## config.mk

```make
export PLATFORM = sky130hd
export DESIGN_NAME = fetch_ctrl
export DESIGN_NICKNAME = d
export VERILOG_FILES = /design/src/rtl/cpu_pkg.sv /design/src/rtl/fetch_timer.sv /design/src/rtl/fetch_ctrl.sv
export SDC_FILE = /design/constraint.sdc
export NUM_CORES = 1
export LEC_CHECK = 0
export ABC_CLOCK_PERIOD_IN_PS = 2200
export CAP_MARGIN = 20
export CORE_MARGIN = 3
export CORE_UTILIZATION = 30
export CTS_CLUSTER_DIAMETER = 100
export DETAILED_ROUTE_END_ITERATION = 7
export SETUP_SLACK_MARGIN = 0.4
export SYNTH_ARGS = -nofsm -noshare
export SYNTH_HDL_FRONTEND = slang
export SYNTH_HIERARCHICAL = 1
export SYNTH_SLANG_ARGS = --single-unit
```

## constraint.sdc

```tcl
create_clock -name clk -period 2.2 [get_ports clk]
set_input_delay 0.33 -clock clk [delete_from_list [all_inputs] [get_ports clk]]
set_output_delay 0.33 -clock clk [all_outputs]
set_load 0.005 [all_outputs]
```

## src/rtl/cpu_pkg.sv

```systemverilog
`default_nettype none
// +----------------------------------------------------------------------------+
// | Package  : cpu_pkg                                                         |
// | Purpose  : Shared opcode constants and the fetch controller state type.    |
// | Contents : c_op_* opcode values, fetch_state_t enumeration.                |
// | Revision : 1.0 - initial release                                           |
// +----------------------------------------------------------------------------+
package cpu_pkg;

  localparam int unsigned c_op_nop = 0;
  localparam int unsigned c_op_add = 1;
  localparam int unsigned c_op_ldi = 2;
  localparam int unsigned c_op_wro = 3;
  localparam int unsigned c_op_hlt = 4;
  localparam int unsigned c_op_sub = 5;

  typedef enum logic [2:0] {
    ST_IDLE  = 3'd0,
    ST_FETCH = 3'd1,
    ST_EXEC  = 3'd2,
    ST_PAUSE = 3'd3,
    ST_HALT  = 3'd4,
    ST_FAULT = 3'd5
  } fetch_state_t;

endpackage
`default_nettype wire

```

## src/rtl/fetch_timer.sv

```systemverilog
`default_nettype none
// +----------------------------------------------------------------------------+
// | Module   : fetch_timer                                                     |
// | Purpose  : Counts fetch cycles spent waiting for read data.                |
// | Ports    : clk     - clock                                                 |
// |            rst     - asynchronous active-low reset                         |
// |            clear   - synchronous clear of the count                        |
// |            enable  - count this cycle                                      |
// |            expired - this cycle is the TIMEOUT-th waiting cycle            |
// | Params   : TIMEOUT - waiting cycles allowed, 1..255                        |
// | Revision : 1.0 - initial release                                           |
// +----------------------------------------------------------------------------+
module fetch_timer
  import cpu_pkg::*;
#(
  parameter int unsigned TIMEOUT = 15
) (
  input  logic clk,
  input  logic rst,
  input  logic clear,
  input  logic enable,
  output logic expired
);

  localparam logic [7:0] c_last = 8'(TIMEOUT - 1);

  logic [7:0] r_count;

  always_ff @(posedge clk or negedge rst) begin
    if (!rst) begin
      r_count <= '0;
    end else if (clear) begin
      r_count <= '0;
    end else if (enable) begin
      r_count <= r_count + 8'd1;
    end
  end

  // Flags the cycle whose miss would make the count reach TIMEOUT, so the
  // controller can leave FETCH on exactly the TIMEOUT-th empty cycle.
  assign expired = (r_count == c_last);

endmodule
`default_nettype wire

```

## src/rtl/fetch_ctrl.sv

```systemverilog
`default_nettype none
// +----------------------------------------------------------------------------+
// | Module   : fetch_ctrl                                                      |
// | Purpose  : Instruction fetch sequencer: fetches a word at pc, presents it  |
// |            to the core for one cycle, advances pc or halts on HLT, and     |
// |            faults when memory does not answer within TIMEOUT cycles.       |
// | Ports    : clk, rst (async active-low), start, step                        |
// |            mem_req/mem_addr -> memory, mem_rvalid/mem_rdata <- memory      |
// |            inst/inst_valid -> core, pc, halted, fault status               |
// | Params   : N (data/address width), OPSIZE (opcode width), TIMEOUT          |
// | Config   : FETCH_CTRL_SINGLE_STEP_EN - when defined, each executed non-HLT |
// |            instruction parks in PAUSE until step=1. When undefined step   |
// |            is ignored and PAUSE is never entered.                          |
// | Revision : 1.0 - initial release                                           |
// +----------------------------------------------------------------------------+
module fetch_ctrl
  import cpu_pkg::*;
#(
  parameter int unsigned N       = 16,
  parameter int unsigned OPSIZE  = 4,
  parameter int unsigned TIMEOUT = 15
) (
  input  logic         clk,
  input  logic         rst,
  input  logic         start,
  input  logic         step,
  output logic         mem_req,
  output logic [N-1:0] mem_addr,
  input  logic         mem_rvalid,
  input  logic [N-1:0] mem_rdata,
  output logic [N-1:0] inst,
  output logic         inst_valid,
  output logic [N-1:0] pc,
  output logic         halted,
  output logic         fault
);

  fetch_state_t      r_state;
  fetch_state_t      w_state_next;
  logic [N-1:0]      r_pc;
  logic [N-1:0]      w_pc_next;
  logic [N-1:0]      r_inst;
  logic [N-1:0]      w_inst_next;
  logic              w_timer_clear;
  logic              w_timer_en;
  logic              w_timer_expired;
  logic [OPSIZE-1:0] w_opcode;
  logic              w_is_hlt;

`ifndef FETCH_CTRL_SINGLE_STEP_EN
  logic w_unused_step;
  assign w_unused_step = step;
`endif

  assign w_opcode = r_inst[N-1 -: OPSIZE];
  assign w_is_hlt = (w_opcode == OPSIZE'(c_op_hlt));

  // Holding the counter clear outside FETCH gives a zero count on every
  // FETCH entry without tracking the entry edge separately.
  assign w_timer_clear = (r_state != ST_FETCH);

  fetch_timer #(
    .TIMEOUT (TIMEOUT)
  ) u_timer (
    .clk     (clk),
    .rst     (rst),
    .clear   (w_timer_clear),
    .enable  (w_timer_en),
    .expired (w_timer_expired)
  );

  always_ff @(posedge clk or negedge rst) begin
    if (!rst) begin
      r_state <= ST_IDLE;
      r_pc    <= '0;
      r_inst  <= '0;
    end else begin
      r_state <= w_state_next;
      r_pc    <= w_pc_next;
      r_inst  <= w_inst_next;
    end
  end

  always_comb begin
    w_state_next = r_state;
    w_pc_next    = r_pc;
    w_inst_next  = r_inst;
    w_timer_en   = 1'b0;

    case (r_state)
      ST_IDLE, ST_HALT, ST_FAULT: begin
        if (start) begin
          w_pc_next    = '0;
          w_state_next = ST_FETCH;
        end
      end

      ST_FETCH: begin
        if (mem_rvalid) begin
          w_inst_next  = mem_rdata;
          w_state_next = ST_EXEC;
        end else begin
          w_timer_en = 1'b1;
          if (w_timer_expired) begin
            w_state_next = ST_FAULT;
          end
        end
      end

      ST_EXEC: begin
        if (w_is_hlt) begin
          w_state_next = ST_HALT;
        end else begin
          // Natural wrap of the N-bit adder takes all-ones back to zero.
          w_pc_next = r_pc + 1'b1;
`ifdef FETCH_CTRL_SINGLE_STEP_EN
          w_state_next = ST_PAUSE;
`else
          w_state_next = ST_FETCH;
`endif
        end
      end

      ST_PAUSE: begin
`ifdef FETCH_CTRL_SINGLE_STEP_EN
        if (step) begin
          w_state_next = ST_FETCH;
        end
`else
        w_state_next = ST_IDLE;
`endif
      end

      default: begin
        w_state_next = ST_IDLE;
      end
    endcase
  end

  assign mem_req    = (r_state == ST_FETCH);
  assign mem_addr   = r_pc;
  assign pc         = r_pc;
  assign inst       = r_inst;
  assign inst_valid = (r_state == ST_EXEC);
  assign halted     = (r_state == ST_HALT);
  assign fault      = (r_state == ST_FAULT);

endmodule
`default_nettype wire

```

==> flow_results.org, run 1 <==
** Logic synthesis
- In the synthesized netlist the dominant register cell turns out to be sky130_fd_sc_hd__dfrtp_1.
- Number of distinct library cell variants in the gate-level netlist after synthesis :: 49
- Cell area after synthesis :: approximately 0.0023 sq mm
- Library cell with the largest summed area after synthesis :: sky130_fd_sc_hd__dfrtp_1
- Synthesis produced a netlist whose cell count is about 210.
- Yosys printed 6 warnings.
- Post-synthesis area per instance :: 10.7 sq um
- Of the post-synthesis cell area, the dominant cell type holds 0.475.
- In this run, synthesis inferred 0 flip-flops with an integrated enable.
- For this run, the register share of the synthesized area comes to 0.475.
- The number of nets in the synthesized netlist is between 200 and 250.
- Synth async-reset ratio :: 1.00
- Register bit total from synthesis :: between 40 and 50
- Sorting the synthesized cells by area gives the leading types as sky130_fd_sc_hd__dfrtp_1, sky130_fd_sc_hd__mux2_2, sky130_fd_sc_hd__buf_4.
- Top cells by count, synth :: sky130_fd_sc_hd__dfrtp_1, sky130_fd_sc_hd__buf_4, sky130_fd_sc_hd__mux2_2
- Most common cell in the synthesized netlist :: sky130_fd_sc_hd__dfrtp_1

** Pwr
- Clock power share :: 0.174
- VDD sags by at most about 510 uV.
- Power spread over the standard cell area amounts to about 1100 mW/mm^2.
- For this design the total switching power over the nets is about 1.2 mW.
- Switch share :: 0.313
- Of the total power, combinational logic draws 0.474.
- Overall power consumption after layout is estimated at between 3 and 4 mW.
- For this design the static power due to leakage is about 1.4 nW.
- The share of total power dissipated in sequential elements is 0.352.
- Internal power comes to ~2.5 mW.

** Routing
- Dividing the detail-routed wire length by the instance count gives 13.9 um.
- In the routed layout, each cell is associated on average with a via count of 4.85.
- Once detail routing completed, the nets flagged for antenna violations numbered 0.
- Number of remaining DRC errors :: 0
- DRC violation total after the first TritonRoute iteration :: 60
- The routed design has 5410 um of wire.
- The pre-antenna-repair detailed-routing pass consisted of 4 iterations.
- Total vias in the final route :: between 1500 and 2000

** Clocking
- Clock buffer depth :: 2
- Clock insertion delay at the later pin of the skew report :: approximately 300 ps
- Counting the buffers created by CTS gives 5.
- The tree built by TritonCTS fans out to 43 sinks.
- TritonCTS built the clock tree.
- Clock-pin slew was measured on the worst setup and hold paths at 80 ps.
- For this design, the CTS-stage hold fixing added 0 buffers.
- H-tree level count :: 2
- Clk root buf :: sky130_fd_sc_hd__clkbuf_8

** Timing
- In the post-route analysis, the smallest setup slack over all paths is approximately 470 ps.
- Fraction of the cycle the final worst path needs :: 0.788
- After layout, the minimum clock period comes to approximately 1700 ps.
- Number of hold violations in the final report :: 0
- At the pin with the least slew margin, the transition time is 564 ps.
- Post-Route Setup TNS :: 0 ps
- Achievable frequency :: about 580 MHz
- Setup repair after global routing could not meet its margin everywhere.
- The clock arrives with roughly 11 ps of skew.
- Setup-violating endpoint count in the final report :: 0
- Slew Limit Fails :: 0
- Remaining max-slew budget at the tightest pin :: 0.624

** GRT
- Vias in the first global route :: roughly 1800
- Gr usage total :: 0.128
- Antenna violations before repair :: 0
- Pin count of the biggest net entering global routing :: 44
- Wire length of the first global-routing pass :: around 8800 um
- Gr ovfl total :: 0

** Cells and area
- N_diodes :: 0
- Fraction of layout instances using a drive strength above 1 :: 0.238
- The filler cells instantiated in the layout total 714.
- For this run, the post-layout net count is approximately 310.
- From synthesis to final layout, the design area changed by 46.5%.

** Setup path
- The critical path goes through buf_6, nor2b_4, nand2b_4, buf_6, buf_8, nor2_4, buf_6, mux2_4.
- STA classifies the critical path endpoint as a register.
- In this run the worst path has a maximum fanout of 7.
- Among all stages on the critical path, the largest delay is contributed by sky130_fd_sc_hd__dfrtp_1.
- For the worst setup path, the data arrival time is ~1900 ps.
- The worst setup path is of the register to register kind.
- The worst setup path is launched from a register.
- STA puts the critical path data required time at ~2400 ps.
- Among the stages of the critical path, the cell type that occurs most often is sky130_fd_sc_hd__buf_6.
- The largest single stage delay on the critical path is between 400 and 500 ps.

** Place
- Prior to clock tree synthesis, the placed netlist has a worst setup slack of between 200 and 300 ps.
- Count of input and output buffers :: 71
- The congestion estimate from routability-driven global placement came to about 0.8.
- Once detailed placement completed, the half-perimeter wirelength came to between 3000 and 4000 um.

** Die
- Die X :: between 90 and 100 um
- The region available for standard cell placement spans ~0.0073 sq mm.
- Measured along the y axis, the die boundary spans a little over 90 um.
- Die Area :: 0.00863 sq mm
- Effective utilization at floorplan :: 0.311
- Number of placement rows :: 31
- Pin placement for this block handled 73 I/O pins.

** Run
- Across the run, the number of max-cap violations was 0.

** Hold path
- Class of the most critical hold timing path :: input pin to async pin

** Run status
- The run finished with clean final reports.
metal layers:
metal | wire (um) | part of all wire | track usage
met5 | 0 | 0 | 0
met4 | 75 | 0.014 | 0.0476
met3 | 353 | 0.065 | 0.0357
met2 | 2550 | 0.47 | 0.205
met1 | 2440 | 0.45 | 0.164
final timing paths:
| kind | from | end | slack [ps] | cells past startpoint |
|---|---|---|---|---|
| min reg2reg | inst[9] | inst[9] | 510 | 1 |
| max reg2reg | r_state[2] | inst[2] | 470 | 8 |
| max in group asynchronous | rst | mem_addr[0] | 1690 | 2 |
| max | r_state[2] | inst[2] | 470 | 8 |
| min in group clk | inst[9] | inst[9] | 510 | 1 |
| min | rst | inst[6] | 90 | 2 |
registers in the layout, summed over array words and instances (netlist names):
signal and flops:
mem_addr 16, r_state 3, inst 16, u_timer/r_count 8
worst max-delay path, delay by kind of cell, from the launching register on:
kind | cells | cell delay (ps)
buffers and inverters | 4 | 530
DFF | 1 | 410
muxes | 1 | 300
and+or+nand+nor | 3 | 360
area by class of cell:
class / instances / area [sq um] / area share
clock buffers: 6 / 82.6 / 0.0249
well taps: 99 / 124 / 0.0373
repair buffers: 93 / 892 / 0.269
clock inverters: 2 / 35.0 / 0.0106
flip-flops and latches: 43 / 1080 / 0.325
inverters: 7 / 38.8 / 0.0117
multi-input cells: 139 / 1070 / 0.322
cell families (layout without fill, tap and decap cells):
kind of cell             count (synthesis)  count (layout)  share of synthesized area
AO/OA/AOI/OAI                           42              42                      0.120
XOR/XNOR                                 5               5                     0.0193
adder cells (fa/ha/maj)                  3               3                     0.0166
buffers and inverters                   30             108                     0.0933
flip-flops                              43              43                      0.475
multiplexers                            19              19                     0.0928
AND/OR/NAND/NOR                         70              70                      0.183
power groups by stage:
stage	sequential, mW	combinational [mW]	clock (mW)
after floorplan	1.29	0.701	0
after detailed placement	1.31	1.41	0
final	1.30	1.75	0.643
after global placement	1.30	1.40	0
after global routing	1.35	1.89	0.702
after CTS	1.29	1.54	0.663
per-stage QoR:
step           hold slack (ps)  cell area (sq um)  utilization  std cells
2_1_floorplan             34.4               2270            -        212
3_3_place_gp               455               2990        0.410        368
3_5_place_dp               452               2990        0.410        368
4_1_cts                    123               3190        0.438        385
5_1_grt                    138               3320        0.455        389
6_report                  94.6               3320        0.455        389
cells in the final DEF, fill, tap and decap left out, types with 2 or more instances in the layout:
cell type	synthesis	final
sky130_fd_sc_hd__a21o_2	3	3
sky130_fd_sc_hd__nand3_1	9	9
sky130_fd_sc_hd__mux2i_1	3	3
sky130_fd_sc_hd__xor2_1	3	3
sky130_fd_sc_hd__o211ai_1	2	2
sky130_fd_sc_hd__or4_1	4	4
sky130_fd_sc_hd__xnor2_1	2	2
sky130_fd_sc_hd__a22o_1	2	2
sky130_fd_sc_hd__nand2_1	15	15
sky130_fd_sc_hd__nor2_1	10	9
sky130_fd_sc_hd__nor2_4	0	2
sky130_fd_sc_hd__clkbuf_8	0	6
sky130_fd_sc_hd__buf_6	2	5
sky130_fd_sc_hd__ha_1	3	3
sky130_fd_sc_hd__clkdlybuf4s50_1	0	66
sky130_fd_sc_hd__nand4_1	6	6
sky130_fd_sc_hd__nor3_1	4	4
sky130_fd_sc_hd__inv_1	6	6
sky130_fd_sc_hd__a31oi_1	7	7
sky130_fd_sc_hd__nor4_1	2	2
sky130_fd_sc_hd__and3_1	2	2
sky130_fd_sc_hd__a21oi_1	9	9
sky130_fd_sc_hd__buf_4	18	15
sky130_fd_sc_hd__clkbuf_2	1	2
sky130_fd_sc_hd__o22ai_1	2	2
sky130_fd_sc_hd__mux2_4	0	16
sky130_fd_sc_hd__nand2b_1	3	2
sky130_fd_sc_hd__o21ai_0	10	9
sky130_fd_sc_hd__dfrtp_1	43	41
sky130_fd_sc_hd__o31ai_1	2	2
sky130_fd_sc_hd__buf_8	0	2
sky130_fd_sc_hd__dfrtp_2	0	2
sky130_fd_sc_hd__dlygate4sd2_1	0	2
repair_timing:
item                       CTS  global route
pin swaps                    2             2
setup endpoints to repair    9            27
setup buffers                9             3
resized for setup           10            35
cloned                       0             1
No activity file was read; power rests on OpenSTA's default activity.
==> run 2: changes to the inputs <==
--- a/config.mk
+++ b/config.mk
@@ -5,7 +5,7 @@
 export SDC_FILE = /design/constraint.sdc
 export NUM_CORES = 1
 export LEC_CHECK = 0
-export ABC_CLOCK_PERIOD_IN_PS = 2200
+export ABC_CLOCK_PERIOD_IN_PS = 1700
 export CAP_MARGIN = 20
 export CORE_MARGIN = 3
 export CORE_UTILIZATION = 30
==> constraint.sdc (replaced) <==
create_clock -name clk -period 1.7 [get_ports clk]
set_input_delay 0.255 -clock clk [delete_from_list [all_inputs] [get_ports clk]]
set_output_delay 0.255 -clock clk [all_outputs]
set_load 0.005 [all_outputs]
==> flow_results.org, run 2 (synthesized netlist as in run 1, its figures left out) <==
** Place
- Final GP Congestion :: 0.776 (was 0.787)
- The number of buffers inserted by port buffering was 71 (unchanged).
- The detailed placement HPWL came to 4130 um (was 3660 um).

** Timing
- The final setup violation count came to 1 (was 0).
- The slew of the pin with the lowest slew margin is 586 ps (was 564 ps).
- The worst hold margin came to 28.5 ps (was 94.6 ps).
- Time the worst path needs with I/O delays and setup :: 1720 ps (was 1730 ps)
- Unrepaired setup endpoints after global routing: yes (unchanged).
- Fraction of the cycle the final worst path needs :: 1.01 (was 0.788)
- The count of final hold-check violations is 0 (unchanged).
- The final critical-path setup slack was -24.3 ps (was 466 ps).
- The headroom to the max-slew limit was 0.609 (was 0.624).
- The worst-case clock skew came to 8.65 ps (was 10.9 ps).
- The timing-limited maximum frequency came to 580 MHz (was 577 MHz).
- The number of max-slew violations in the final report was 0 (unchanged).

** Die
- Number of placement rows :: 31 (unchanged)
- The area of the die came to 0.00863 sq mm (unchanged).
- The number of I/O pins came to 73 (unchanged).
- The initial core utilization came to 0.311 (unchanged).
- Total core area :: 0.00729 sq mm (unchanged)
- The width of the die was 92.9 um (unchanged).
- Vertical die dimension :: 92.9 um (unchanged)

** GRT
- The global routing met1 resource utilization is 0.189 (was 0.164).
- The wire length of the first global-routing pass came to 10400 um (was 8830 um).
- The via count of the first global-routing pass was 2159 (was 1798).
- The overall global routing resource usage was 0.151 (was 0.128).
- Highest-utilization routing layer at the global route stage :: met2 (unchanged)
- The total grt overflow was 0 (unchanged).
- Antenna violations before repair :: 0 (unchanged)
- The met3 layer usage reported by global route came to 0.0398 (was 0.0357).
- The largest net degree at the start of global routing came to 44 (unchanged).
- The met2 capacity usage during global routing was 0.253 (was 0.205).

** Cells and area
- Layout overhead on the synthesized area :: 80.1% (was 46.5%)
- The total number of nets in the final design was 373 (was 313).
- The commonest non-fill, non-tap cell in the layout is sky130_fd_sc_hd__buf_6 (was sky130_fd_sc_hd__clkdlybuf4s50_1).
- The count of filler cells inserted in the layout came to 660 (was 714).
- Sequential cell area :: 0.00108 sq mm (about the same)
- Fraction of layout instances using a drive strength above 1 :: 0.497 (was 0.238)
- Highest-count cells in the layout ignoring fill and taps :: sky130_fd_sc_hd__buf_6, sky130_fd_sc_hd__buf_4, sky130_fd_sc_hd__dfrtp_1, sky130_fd_sc_hd__dlygate4sd2_1, sky130_fd_sc_hd__clkdlybuf4s50_1 (was sky130_fd_sc_hd__clkdlybuf4s50_1, sky130_fd_sc_hd__dfrtp_1, sky130_fd_sc_hd__mux2_4, sky130_fd_sc_hd__nand2_1, sky130_fd_sc_hd__buf_4)
- The final antenna diode count came to 0 (unchanged).
- Multi-input gate area :: 0.00123 sq mm (was 0.00107 sq mm)

** Routing
- The average wire length per cell after detail routing was 15.1 um (was 13.9 um).
- DRC violation total after the first TritonRoute iteration :: 107 (was 60)
- The post-route antenna net violation count was 0 (unchanged).
- The detail-routed via count per cell was 4.85 (about the same).
- Number of remaining DRC errors :: 0 (unchanged)
- Router iterations before antenna repair :: 4 (unchanged)
- The vias after detailed routing is 2177 (was 1885).
- Total routed wirelength :: 6790 um (was 5410 um)

** Clocking
- The cell chosen for the clock root is sky130_fd_sc_hd__clkbuf_8 (unchanged).
- Clock buffer depth :: 2 (unchanged)
- Clock insertion delay at the later pin of the skew report :: 290 ps (was 300 ps)
- The CTS buffer count came to 5 (unchanged).
- The sink count of the clock tree is 43 (unchanged).
- The clock-pin slew on the worst setup and hold paths came to 90 ps (was 80 ps).
- The CTS tree is done (unchanged).
- Hold bufs inserted after CTS :: 0 (unchanged)
- H-tree level count :: 2 (unchanged)

** Setup path
- Minimum setup slack among reg-to-reg paths :: -20 ps (was 470 ps)
- Kind of start point of the critical path :: register (unchanged)
- Data required time at the worst endpoint :: 1940 ps (was 2380 ps)
- The critical path start-end classification is register to register (unchanged).
- The category of the worst setup path capture point is a register (unchanged).
- The biggest fanout along the worst timing path came to 6 (was 7).
- Arrival time reported for the critical path endpoint :: 1970 ps (was 1910 ps)

** Run status
- Run status: complete, but fails checks (was finished clean).
- Violations in the final reports :: setup timing

** Pwr
- Total leakage power :: 1.94 nW (was 1.40 nW)
- The worst vdd rail ir drop was 773 uV (was 511 uV).
- Power density over the cells :: 1320 mW/mm^2 (was 1110 mW/mm^2)
- Total power :: 5.38 mW (was 3.69 mW)

** Run
- The number of violations of the max-capacitance limit is 0 (unchanged).

** Hold path
- Class of the most critical hold timing path :: input pin to async pin (unchanged)
run 2: layout make-up:
| type | count | share of cell area |
|---|---|---|
| timing repair buffer | 153 | 0.364 |
| multi-input combinational | 139 | 0.301 |
| sequential | 43 | 0.265 |
| tap | 99 | 0.0304 |
| clock buffer | 6 | 0.0202 |
| inverter | 7 | 0.0107 |
| clock inverter | 2 | 0.00859 |
run 2: worst max-delay path: stages (launching register included):
cell and delay [ps]:
sky130_fd_sc_hd__dfrtp_1 400, sky130_fd_sc_hd__or3b_4 450, sky130_fd_sc_hd__buf_6 140, sky130_fd_sc_hd__buf_6 120, sky130_fd_sc_hd__nor2_4 110, sky130_fd_sc_hd__buf_6 140, sky130_fd_sc_hd__and4b_1 210, sky130_fd_sc_hd__a211o_1 100
run 2: repair_timing:
item / 4_1_cts / 5_1_grt
gates cloned: 2 / 1
setup endpoints to repair: 94 / 72
setup buffers: 31 / 15
resized for setup: 148 / 76
pin swaps: 14 / 9
hold endpoints to repair: 0 / 0
run 2: final timing paths:
kind                            start            to  cells past startpoint
max                        r_state[2]   mem_addr[8]                      7
min                               rst      inst[11]                      2
max reg2reg                r_state[2]   mem_addr[8]                      7
min reg2reg                   inst[7]       inst[7]                      1
max in group asynchronous         rst  mem_addr[12]                      2
min in group clk              inst[7]       inst[7]                      1
run 2: per-layer routing:
| metal | share of wire | up-vias |
|---|---|---|
| met1 | 0.44 | 1094 |
| met3 | 0.043 | 4 |
| met2 | 0.51 | 45 |
| li1 | - | 1034 |
| met5 | 0 | - |
| met4 | 0.0094 | 0 |
run 2: power breakdown:
part | switching (mW) | internal, mW
Clock | 0.363 | 0.476
Sequential | 0.296 | 1.35
Combinational | 1.11 | 1.78
run 2: per-stage QoR:
stage | cell area [sq um] | setup slack (ps) | cells | setup TNS [ps] | utilization
global placement | 3200 | -3.10 | 392 | -7.97 | 0.439
detailed placement | 3200 | -55.6 | 392 | -280 | 0.439
CTS | 3730 | 20.1 | 433 | 0 | 0.512
global route | 4080 | -89.6 | 449 | -669 | 0.560
finish | 4080 | -24.3 | 449 | -24.3 | 0.560
floorplan | 2290 | 92.7 | 212 | 0 | -
